--- src/rtl/i2s_tx.sv ---
// I2S transmitter: one-entry holding buffer feeding a 64-BCK stereo frame, BCK/LRCK derived from in_clk.
// Optional I2S_TX_REPEAT_ON_UNDERRUN_EN: an underrun frame repeats the last transmitted pair instead of silence.
module i2s_tx #(
    parameter int HALF_DIV = 8,
    parameter int DATA_W   = 24
) (
    input  logic              in_clk,
    input  logic              in_rst,
    input  logic [DATA_W-1:0] in_left,
    input  logic [DATA_W-1:0] in_right,
    input  logic              in_valid,
    output logic              out_ready,
    output logic              out_bck,
    output logic              out_lrck,
    output logic              out_sdata,
    output logic              out_underrun
);

    localparam int DIV_W = (HALF_DIV > 2) ? $clog2(HALF_DIV) : 1;

    logic [DIV_W-1:0] div_cnt;
    logic [5:0]       bit_cnt;
    logic [5:0]       bit_cnt_nxt;
    logic [63:0]      shift_reg;
    logic [63:0]      buf_pair;
    logic [63:0]      reload_pair;
    logic             buf_full;
    logic             div_tc;
    logic             fall_evt;
    logic             load_evt;
    logic             capture;

    // Frame layout: each channel left-justified in its 32-bit slot, zero padded below.
    function automatic logic [63:0] pack_pair(input logic [DATA_W-1:0] l, input logic [DATA_W-1:0] r);
        logic [63:0] p;
        p           = '0;
        p[63 -: DATA_W] = l;
        p[31 -: DATA_W] = r;
        return p;
    endfunction

    assign div_tc      = (div_cnt == DIV_W'(HALF_DIV - 1));
    assign fall_evt    = div_tc && out_bck;
    assign load_evt    = fall_evt && (bit_cnt == 6'd63);
    assign capture     = in_valid && !buf_full;
    assign bit_cnt_nxt = bit_cnt + 6'd1;
    assign out_ready   = !buf_full;

`ifdef I2S_TX_REPEAT_ON_UNDERRUN_EN
    logic [63:0] last_pair;

    always_ff @(posedge in_clk) begin
        if (in_rst)
            last_pair <= '0;
        else if (load_evt && buf_full)
            last_pair <= buf_pair;
    end

    always_comb begin
        // NOTE: combinational outputs get a default first so no path can infer a latch.
        reload_pair = last_pair;
        if (buf_full)
            reload_pair = buf_pair;
    end
`else
    always_comb begin
        reload_pair = '0;
        if (buf_full)
            reload_pair = buf_pair;
    end
`endif

    // NOTE: buffer payload is not reset; buf_full alone decides whether it is ever used.
    always_ff @(posedge in_clk) begin
        if (capture)
            buf_pair <= pack_pair(in_left, in_right);
    end

    always_ff @(posedge in_clk) begin
        // NOTE: all state here uses non-blocking assignments so every register samples pre-edge values.
        if (in_rst) begin
            div_cnt      <= '0;
            bit_cnt      <= 6'd63;
            out_bck      <= 1'b0;
            out_lrck     <= 1'b1;
            out_sdata    <= 1'b0;
            shift_reg    <= '0;
            buf_full     <= 1'b0;
            out_underrun <= 1'b0;
        end else begin
            out_underrun <= load_evt && !buf_full;

            if (div_tc) begin
                div_cnt <= '0;
                out_bck <= ~out_bck;
            end else begin
                div_cnt <= div_cnt + DIV_W'(1);
            end

            if (fall_evt) begin
                bit_cnt  <= bit_cnt_nxt;
                out_lrck <= bit_cnt_nxt[5];
                // Registering the MSB here gives the one-BCK I2S delay after the load.
                out_sdata <= shift_reg[63];
                if (load_evt)
                    shift_reg <= reload_pair;
                else
                    shift_reg <= {shift_reg[62:0], 1'b0};
            end

            if (load_evt && buf_full)
                buf_full <= 1'b0;
            else if (capture)
                buf_full <= 1'b1;
        end
    end

endmodule

--- config.mk ---
export PLATFORM = sky130hd
export DESIGN_NAME = i2s_tx
export DESIGN_NICKNAME = d
export VERILOG_FILES = /design/src/rtl/i2s_tx.sv
export SDC_FILE = /design/constraint.sdc
export NUM_CORES = 1
export LEC_CHECK = 0
export CELL_PAD_IN_SITES_DETAIL_PLACEMENT = 1
export CELL_PAD_IN_SITES_GLOBAL_PLACEMENT = 1
export CORE_AREA = 2 2 117 119
export DETAILED_ROUTE_END_ITERATION = 10
export DIE_AREA = 0 0 119 121
export DONT_BUFFER_PORTS = 1
export GPL_TIMING_DRIVEN = 0
export MAX_ROUTING_LAYER = met4
export PLACE_DENSITY_LB_ADDON = 0.15
export SYNTH_ARGS = -nofsm -noshare
export SYNTH_HDL_FRONTEND = slang
export SYNTH_SLANG_ARGS = --single-unit
--- constraint.sdc ---
create_clock -name in_clk -period 8.45 [get_ports in_clk]
set_input_delay 1.69 -clock in_clk [delete_from_list [all_inputs] [get_ports in_clk]]
set_output_delay 1.69 -clock in_clk [all_outputs]
set_load 0.1 [all_outputs]
==> results.sh <==
export IMPL_status="finished, final reports clean"
export IMPL_drt_iter0_drc=236
export IMPL_syn_area_per_cell_um2=11.2
export IMPL_syn_nets=460
export IMPL_min_path_type="flip-flop to flip-flop"
export IMPL_postCtsHoldBufs=0
export IMPL_cts_tree="built"
export IMPL_synth_area_mm2=0.00453
export IMPL_worstSetupPathType="flip-flop to output pin"
export IMPL_leakagePower_nw=1.78
export IMPL_largest_reg_flops=56
export IMPL_wl_per_cell_um=19.7
export IMPL_dieArea_mm2=0.0144
export IMPL_cp_arrival_ns=1.58
export IMPL_synth_distinct_cells=39
export IMPL_start_util_pct=34.6
export IMPL_clock_skew_ns=0.00786
export IMPL_route_detailed_drc=0
export IMPL_end_kind="output pin"
export IMPL_num_rows=42
export IMPL_grt_usage_pct=18.9
export IMPL_fin_crit_sh_pct=38.6
export IMPL_yosysTopAreaCellShare_pct=31.8
export IMPL_grt_overflow=0
export IMPL_viasPerCell=5.50
export IMPL_cts_root_buf="clkbuf_16"
export IMPL_cts_htree_levels=4
export IMPL_hold_viol=0
export IMPL_fin_crit_ns=3.27
export IMPL_p_comb_share_pct=1.7
export IMPL_post_cts_buffers=0
export IMPL_max_freq_mhz=306
export IMPL_insertion_delay_ns=0.43
export IMPL_cts_made_buffers=17
export IMPL_clkSinkCount=117
export IMPL_antenna_found_initial=0
export IMPL_p_int_mw=1.02
export IMPL_r2r_slack_ns=5.76
export IMPL_setup_violations=0
export IMPL_grt_pass1_wl_um=19500
export IMPL_crit_fanout=8
export IMPL_grt_max_degree=31
export IMPL_rsz0062_at_grt="no"
export IMPL_grt_pass1_vias=3449
export IMPL_tightest_slew_ns=1.25
export IMPL_switching_share_pct=22.9
export IMPL_relSlewSlack_pct=16.7
export IMPL_synthTopCellsByArea="edfxtp_1 32%, dfxtp_1 30%, o211ai_1 7.6%, nand4_1 5.5%, nand2_1 4.9%"
export IMPL_p_seq_share_pct=46.2
export IMPL_ctsResizeCount=0
export IMPL_diodes=0
export IMPL_dr_pass1_iters=4
export IMPL_antenna_left=0
export IMPL_crit_cells=0
export IMPL_die_h_um=121
export IMPL_drive_above_1_share_pct=14.4
export IMPL_p_sw_mw=0.302
export IMPL_ys_ff_latch=117
export IMPL_fin_cells=615
export IMPL_syn_to_final_growth_pct=18.0
export IMPL_die_w_um=119
export IMPL_place_inst=583
export IMPL_nets=480
export IMPL_maxCapViolCount=0
export IMPL_yosys_warnings=0
export IMPL_cp_start_kind="flip-flop"
export IMPL_ys_seq_area_share_pct=62.3
export IMPL_io_pins=56
export IMPL_clkPwrFrac_pct=52.1
export IMPL_vdd_ir_drop_max_v=0.000154
export IMPL_whs_ns=0.432
export IMPL_power_density_mw_per_mm2=247
export IMPL_portBuffers=0
export IMPL_yosysTopAreaCell="edfxtp_1"
export IMPL_gp_congestion=0.750
export IMPL_ff2ff_path_depth=4
export IMPL_clock_path_buffers=2
export IMPL_final_setup_tns_ns=0
export IMPL_core_area_mm2=0.0131
export IMPL_path_clk_slew_ns=0.06
export IMPL_vias=3383
export IMPL_drt_wl_total_um=12100
export IMPL_required_ns=6.76
export IMPL_syn_inst=406
export IMPL_hpwl_um=8380
export IMPL_holdPathStages=1
export IMPL_drv_slew=0
==> final timing paths <==
kind	start	endpoint
worst min-delay path	div_cnt[0]	div_cnt[0]
worst max register to register	out_bck	shift_reg[43]
worst min register to register	div_cnt[0]	div_cnt[0]
worst max-delay path	out_bck	out_bck
==> logic make-up after synthesis <==
group | count (synthesis) | synth area share (%)
fa+ha+maj | 3 | 0.828
compound gates | 88 | 15.0
flops | 117 | 62.3
simple gates | 148 | 16.6
xor+xnor | 3 | 0.580
buf+inv | 47 | 4.69
==> worst reg2reg max path, delay by kind of cell, from the launching register on <==
family          cells  cell delay, ns
buf+inv             1            0.35
flops               1            1.15
compound gates      2            0.65
simple gates        1            0.49
==> layout make-up <==
cell class	instances	area, um^2
well taps	176	220
clock inverters	15	143
clock buffers	17	425
plain buffers	41	190
repair buffers	1	20.0
fillers	1421	7740
flip-flops and latches	117	2820
inverters	6	22.5
multi-input cells	242	1510
==> per-stage QoR <==
stage / util [%] / worst slack (ns) / power, mW / instance area [um^2]
6_report: 40.9 / 5.18 / 1.32 / 5350
5_1_grt: 40.9 / 5.11 / 1.37 / 5350
4_1_cts: 40.9 / 5.16 / 1.34 / 5350
3_5_place_dp: 36.5 / 5.53 / 0.647 / 4780
3_3_place_gp: 36.3 / 3.21 / 0.646 / 4750
2_1_floorplan: - / 4.17 / 0.636 / 4530
==> power groups by stage <==
stage               registers, mW  logic [mW]  clock network (mW)
detailed placement          0.624      0.0234                   0
CTS                         0.612      0.0234               0.706
floorplan                   0.621      0.0149                   0
global placement            0.625      0.0208                   0
global route                0.613      0.0251               0.731
finish                      0.611      0.0226               0.688
==> placed cells by master, fill, tap and decap left out, types with 7 or more instances in the layout <==
cell       count
dfxtp_1       69
nand2_1       59
edfxtp_1      48
o211ai_1      46
nand4_1       40
nand3_1       24
buf_2         23
clkbuf_16     17
clkbuf_1      13
o2111ai_1     10
a21oi_1       10
a311o_1        7
==> synth_stat cells <==
library cell,n
o31ai_1,1
nand4_2,1
o21ai_0,2
or3_1,2
nand3_1,24
o211ai_1,46
a21oi_2,1
xor2_1,1
ha_1,3
o2111ai_1,10
nor3_1,4
xnor2_1,2
and4b_1,1
buf_2,23
or4_1,2
clkbuf_1,13
buf_4,2
a21oi_1,10
nand2_1,59
and3b_1,1
a2111oi_0,3
dfxtp_1,69
a211oi_1,1
a311o_1,7
inv_1,4
nor4_1,1
o2111a_1,4
nor3b_1,2
nand4_1,40
and3_1,4
and2_1,1
inv_2,2
nor2_1,4
nor2b_1,1
o221ai_1,2
o21ai_1,1
and4_1,1
buf_1,3
edfxtp_1,48
==> per-layer routing <==
metal,GRT usage [%],up-vias,part of all wire [%]
met5,-,-,0
met4,7.81,0,1.4
met3,5.31,17,2.9
met2,28.5,60,48
met1,23.9,1683,48
li1,-,1623,-
Power figures use the tool's default switching activity.
